--- src/rtl/fetch_pkg.sv ---
// Shared types and defaults for the instruction-fetch / PC control block.
package fetch_pkg;

    typedef enum logic [1:0] {S_BOOT, S_REQ, S_WAIT, S_HOLD} fetch_state_t;

    localparam logic [31:0] NOP_INSTR    = 32'h0000_0013;
    localparam logic [31:0] DEF_RESET_PC = 32'h0000_0000;
    localparam logic [31:0] DEF_TRAP_VEC = 32'h0000_0100;

endpackage

--- src/rtl/fetch_pc_ctrl_next_pc_sel.sv ---
// Next-PC mux: sequential PC, redirect target, or trap vector on a misaligned redirect.
module next_pc_sel
    import fetch_pkg::*;
#(
    parameter logic [31:0] TRAP_VEC = DEF_TRAP_VEC
) (
    input  logic [31:0] pc,
    input  logic        br_taken,
    input  logic        jump_en,
    input  logic [31:0] target_addr,
    output logic [31:0] next_pc,
    output logic        misaligned
);

    logic redirect;

    assign redirect   = br_taken | jump_en;
    assign misaligned = redirect & (target_addr[1:0] != 2'b00);

    always_comb begin
        next_pc = pc + 32'd4;
        if (misaligned)
            next_pc = TRAP_VEC;
        else if (redirect)
            next_pc = target_addr;
    end

endmodule

--- src/rtl/fetch_pc_ctrl.sv ---
// Program counter owner and single-outstanding IMEM fetch FSM with timeout retry.
module fetch_pc_ctrl
    import fetch_pkg::*;
#(
    parameter logic [31:0] RESET_PC      = DEF_RESET_PC,
    parameter logic [31:0] TRAP_VEC      = DEF_TRAP_VEC,
    parameter int          FETCH_TIMEOUT = 16
) (
    input  logic        clk,
    input  logic        rst,
    input  logic        stall,
    input  logic        br_taken,
    input  logic        jump_en,
    input  logic [31:0] target_addr,
    output logic        imem_req,
    output logic [31:0] imem_addr,
    input  logic        imem_rvalid,
    input  logic [31:0] imem_rdata,
    output logic        instr_valid,
    output logic [31:0] instr,
    output logic [31:0] pc,
    output logic [31:0] pc_plus4,
    output logic        trap_misaligned,
    output logic        fetch_fault
);

    localparam int CW = $clog2(FETCH_TIMEOUT);
    localparam logic [CW-1:0] CNT_LAST = CW'(FETCH_TIMEOUT - 1);

    fetch_state_t  state;
    logic [CW-1:0] cnt;
    logic [31:0]   next_pc;
    logic          misaligned;

    next_pc_sel #(.TRAP_VEC(TRAP_VEC)) u_next_pc_sel (
        .pc          (pc),
        .br_taken    (br_taken),
        .jump_en     (jump_en),
        .target_addr (target_addr),
        .next_pc     (next_pc),
        .misaligned  (misaligned)
    );

    assign imem_addr = pc;
    assign pc_plus4  = pc + 32'd4;

    // imem_req/instr_valid are registered against the state being entered,
    // so they are high exactly while the FSM sits in S_REQ/S_HOLD.
    always_ff @(posedge clk) begin
        if (rst) begin
            state           <= S_BOOT;
            pc              <= RESET_PC;
            imem_req        <= 1'b0;
            instr_valid     <= 1'b0;
            instr           <= NOP_INSTR;
            trap_misaligned <= 1'b0;
            fetch_fault     <= 1'b0;
            cnt             <= '0;
        end else begin
            trap_misaligned <= 1'b0;
            fetch_fault     <= 1'b0;
            imem_req        <= 1'b0;
            case (state)
                S_BOOT: begin
                    state    <= S_REQ;
                    imem_req <= 1'b1;
                end
                S_REQ: begin
                    cnt   <= '0;
                    state <= S_WAIT;
                end
                S_WAIT: begin
                    if (imem_rvalid) begin
                        instr       <= imem_rdata;
                        instr_valid <= 1'b1;
                        state       <= S_HOLD;
                    end else if (cnt == CNT_LAST) begin
                        fetch_fault <= 1'b1;
                        imem_req    <= 1'b1;
                        state       <= S_REQ;
                    end else begin
                        cnt <= cnt + 1'b1;
                    end
                end
                S_HOLD: begin
                    if (!stall) begin
                        pc              <= next_pc;
                        trap_misaligned <= misaligned;
                        instr_valid     <= 1'b0;
                        imem_req        <= 1'b1;
                        state           <= S_REQ;
                    end
                end
                default: state <= S_BOOT;
            endcase
        end
    end

endmodule

--- config.mk ---
export PLATFORM = sky130hd
export DESIGN_NAME = fetch_pc_ctrl
export DESIGN_NICKNAME = d
export VERILOG_FILES = /design/src/rtl/fetch_pkg.sv /design/src/rtl/fetch_pc_ctrl_next_pc_sel.sv /design/src/rtl/fetch_pc_ctrl.sv
export SDC_FILE = /design/constraint.sdc
export NUM_CORES = 1
export LEC_CHECK = 0
export BUFFER_PORTS_ARGS = -buffer_cell sky130_fd_sc_hd__buf_2
export CORE_UTILIZATION = 30
export CTS_CLUSTER_DIAMETER = 30
export DETAILED_ROUTE_END_ITERATION = 8
export SETUP_SLACK_MARGIN = 0.4
export SYNTH_ARGS = -nofsm -noshare
export SYNTH_HDL_FRONTEND = slang
export SYNTH_SLANG_ARGS = --single-unit
--- constraint.sdc ---
create_clock -name clk -period 2.5 [get_ports clk]
set_input_delay 0.5 -clock clk [delete_from_list [all_inputs] [get_ports clk]]
set_output_delay 0.5 -clock clk [all_outputs]
set_load 0.02 [all_outputs]
==> Word-level counts from Yosys, hierarchy flattened <==
Index checks and enable logic that the tools add are counted.
{ "totals": {"elab_cells": 51, "regBits": 74} }
{ "op_classes": {"bitwise_logic": 5, "n_eq_ne": 9, "reduce_logical": 11, "n_addsub": 2, "muxes": 16} }
{ "ops": {"columns": ["op", "n"], "rows": [
  ["$mux W32", 2],
  ["$add A32 B3 Y32 const B", 1],
  ["$mux W4", 2],
  ["$ne A2 B2 Y1 const B", 4],
  ["$pmux W2 S4", 1],
  ["$pmux W4 S2", 1],
  ["$mux W2", 3],
  ["$reduce_and A2 Y1", 3],
  ["$reduce_and A3 Y1", 2],
  ["$reduce_bool A2 Y1", 3],
  ["$mux W1", 5],
  ["$add A4 B1 Y4 const B", 1],
  ["$eq A2 B2 Y1 const B", 2],
  ["$eq A4 B4 Y1 const B", 1],
  ["$ne A3 B3 Y1 const B", 1],
  ["$not A1 Y1", 3],
  ["$pmux W1 S3", 1],
  ["$reduce_or A3 Y1", 1],
  ["$eq A2 B1 Y1 const B", 1],
  ["$logic_not A2 Y1", 1],
  ["$pmux W1 S2", 1],
  ["$reduce_or A2 Y1", 1],
  ["$and A1 B1 Y1", 1],
  ["$or A1 B1 Y1", 1]
]} }

==> Logic depth before layout (Yosys ltp) <==
{ "logic_depth": {"ltp_word": 4, "mapped_depth": 8, "depth_no_buf": 7} }

==> By module <==
From an unflattened synthesis, not the netlist that was laid out.
{ "hier_totals": {"hier_cells": 636, "area_unflattened_um2": 4596.9} }
{ "by_module_without_submodules": {"columns": ["module", "area_per_inst_um2", "cells_per_inst", "seq_area_each_um2", "instances"], "rows": [
  ["fetch_pc_ctrl", 3513.4, 452, 1481.4, 1],
  ["next_pc_sel", 1083.5, 184, 0.0, 1]
]} }

==> Worst setup path before layout <==
No wires, ideal clock.
{ "synth_path": {"kind": "reg2out", "startpoint": "reg pc[2], in the netlist imem_addr[2]", "endpoint": "out pc_plus4[18]", "arrival_time_ps": 1915, "path_buffers": 0, "path_stages_with_launch": 6, "setup_slack_ps": 85, "cell_sequence": "dfxtp_1 ha_1 nand3_2 nor4_2 nand4_1 xnor2_1"} }
{ "synth_between": {"elab_chain_len": 1} }
{ "synth_rtl": {"columns": ["element", "line", "source"], "rows": [
  ["from (decl)", "fetch_pc_ctrl.sv:21", "output logic [31:0] pc,"],
  ["from (signal assigned)", "fetch_pc_ctrl.sv:87", "pc <= next_pc;"],
  ["$add A32 B3 Y32", "fetch_pc_ctrl.sv:45", "assign pc_plus4 = pc + 32'd4;"],
  ["to (decl)", "fetch_pc_ctrl.sv:22", "output logic [31:0] pc_plus4,"]
]} }
No other way between the ends.

==> Final worst setup path <==
{ "layout_path": {"startpoint": "reg pc[7], in the netlist imem_addr[7]", "endpoint": "out pc_plus4[20]"} }
Same word-level chain as after synthesis.

==> results.yml <==
outcome:
  status: "finished, final reports clean"
sta:
  slew_headroom: 0.611
  min_period_ns: 2.41
  finalSetupViolCount: 0
  fin_crit_sh: 0.962
  worst_slew_pin_slew_ns: 0.583
  slew_viol_final: 0
  fmax_ghz: 0.416
  hold_viol: 0
  rsz0062_at_grt: "yes"
  finClkSkew_ns: 0.00610
  whs_ns: 0.366
critical_path:
  reg2reg_to: "imem_addr[28]"
  path_cells: "nand4_4 -> buf_6 -> nor4_4 -> buf_4 -> and3_4 -> xor2_2 -> buf_4"
  cp_slowest_stage_delay_ns: 0.36
  critPathMostFrequentCell: "buf_4"
  cp_num_buf_inv: 3
  cp_top_family: "simple AND/OR/NAND/NOR gates"
  cp_max_fo: 5
  crit_type: "reg2out"
  rrSetupSlack_ns: 0.52
  timing.rr.start: "imem_addr[14]"
  startpoint_type: "flop"
  required_ns: 2.00
  slowest_stage: "dfxtp_4"
  worst_ep_arrival_time_ns: 1.91
  cp-end-kind: "output port"
  rr_worst_depth: 8
placement:
  gp_congestion: 0.849
  place_inst: 846
  hpwl_um: 9210
  portBuffers: 201
  postPlaceCellArea_um2: 5200
yosys:
  yosysTopAreaCellShare: 0.365
  syn-num-nets: 587
  synth-compound-area-share: 0.161
  yosysTopAreaCell: "dfxtp_1"
  ys_seq_area_frac: 0.365
  ys_async_sr_fraction: 0
  yosys-top-cells-area: "dfxtp_1, nand2_1, buf_4, a21oi_1, nor2_1"
  yosysMostFrequentCell: "nand2_1"
  muxShareOfSynthArea: 0.0151
  postSynthAreaPerCell_um2: 7.95
  synthAdderAreaFrac: 0.0185
  synth_top_family_by_area: "simple AND/OR/NAND/NOR gates"
  synth_xor_area_frac: 0.0647
  yosys_warnings: 0
  synth-seq-cells: 74
  syn_inst: 511
  synth_edf_count: 0
  synth.distinct_cells: 52
  synth_common_cells: "nand2_1, dfxtp_1, a21oi_1"
  yosys.area_share.simple: 0.268
  netlist_area_um2: 4060
  synth_ff_type: "dfxtp_1"
floorplan:
  core-area_um2: 13200
  die_area_um2: 14000
  die_w_um: 118
  die_y_um: 118
  rows: 42
  ios: 202
  start_util: 0.307
routing:
  drt_iter0_markers: 286
  vias_per_cell: 4.93
  wl_per_cell_um: 14.9
  drcViolationCount: 0
  firstDrtPassIters: 4
  vias: 4548
  ant_nets: 0
  wl_um: 13700
job:
  max_cap_viol_count: 0
cts:
  clk_path_buf_depth: 2
  htree_num_levels: 3
  cts_tree: "yes"
  clkSinkCount: 74
  clkTransAtPathRegs_ns: 0.06
  worstSkewPairLatency_ns: 0.35
  root_buffer: "clkbuf_16"
  holdBufCountCts: 0
  cts_buffers: 9
hold_path:
  holdCritStartpoint: "imem_rdata[1]"
  min_to: "instr[1]"
  hold_path.class: "in2reg"
  hold_depth: 3
pwr:
  powerDensity_nw_per_um2: 409
  totalPowerFinal_mw: 2.66
  peakVddDrop_v: 0.000225
  p_leak_nw: 3.23
cells_and_area:
  antenna_cells: 0
  layout-drive-gt1-share: 0.519
  stdcell_area_um2: 6520
  stdcell_count: 923
  fin_nets: 818
  areaGrowthSynthToFinish_pct: 60.5
  fin_util: 0.492
global_routing:
  grt_max_degree: 45
  grt_pass1_vias: 4195
  antenna_found_initial: 0
  globalRoute.totalOverflow: 0
  grt_pass1_wl_um: 21200
  grtUsageTotal: 0.192
where the power goes:
group	switching [mW]	internal [mW]	leakage, nW
clock	0.577	0.690	0.135
sequential	0.0117	1.17	0.614
combinational	0.123	0.0886	2.48
metal layers:
layer | global-route usage | routed length (µm) | vias up
li1 | - | - | 2188
met1 | 0.233 | 5850 | 2154
met2 | 0.318 | 6780 | 182
met3 | 0.0415 | 765 | 24
met4 | 0.0962 | 350 | 0
met5 | 0 | 0 | -
placed cells by master (no fill, tap or decap), drive strengths merged, types with 8 or more instances in the layout:
master,synthesis,layout
dfxtp,74,74
nand3,19,19
clkbuf,21,9
nor4,8,8
nor2,41,41
o21ai,17,17
nand2,102,102
nand4,12,12
inv,9,12
a22oi,13,13
a31oi,13,13
xnor2,15,15
a21oi,43,43
buf,43,285
xor2,15,15
worst max-delay path by stage:
stage	startpoint	end	slack, ns	cells past startpoint
3_3_place_gp	imem_addr[12]	pc_plus4[25]	0.30	6
6_report	imem_addr[7]	pc_plus4[20]	0.09	7
2_1_floorplan	imem_addr[2]	pc_plus4[24]	0.36	5
3_5_place_dp	imem_addr[11]	pc_plus4[25]	0.26	6
5_1_grt	imem_addr[14]	pc_plus4[28]	-0.01	6
4_1_cts	imem_addr[3]	pc_plus4[18]	0.04	6
area by class of cell:
| class | count | area, µm² |
|---|---|---|
| multi-input cells | 363 | 2580 |
| repair buffers | 285 | 1840 |
| fillers | 1262 | 6720 |
| well taps | 176 | 220 |
| inverters | 9 | 33.8 |
| clock inverters | 7 | 61.3 |
| clock buffers | 9 | 225 |
| flip-flops and latches | 74 | 1560 |
state kept, by name (all words and copies together) (netlist names):
signal           count
imem_addr           32
imem_req             1
instr_valid          1
fetch_fault          1
trap_misaligned      1
instr               32
state                2
cnt                  4
kinds of logic (layout without fill, tap and decap cells):
kind of cell | after synthesis | in the layout
buf+inv | 74 | 310
xor+xnor | 30 | 30
flops | 74 | 74
fa+ha+maj | 6 | 6
compound gates | 106 | 106
mux | 6 | 6
simple gates | 215 | 215
worst register-to-register path: cells and delay by family (launching register included):
family | cells | cell delay, ns
simple gates | 4 | 0.91
flops | 1 | 0.37
compound gates | 1 | 0.12
buf+inv | 3 | 0.48
what timing repair did:
action | in CTS | in global routing
pin swaps | 32 | 26
hold endpoints to repair | 0 | 0
setup buffers | 40 | 21
setup endpoints to repair | 26 | 28
gates resized for setup | 83 | 46
stage by stage:
step                worst slack (ns)  setup TNS [ns]
floorplan                      0.361               0
global placement               0.296               0
detailed placement             0.255               0
CTS                           0.0405               0
global route                 -0.0103         -0.0103
finish                        0.0942               0
Note: power is estimated with default switching activity, not from simulation.
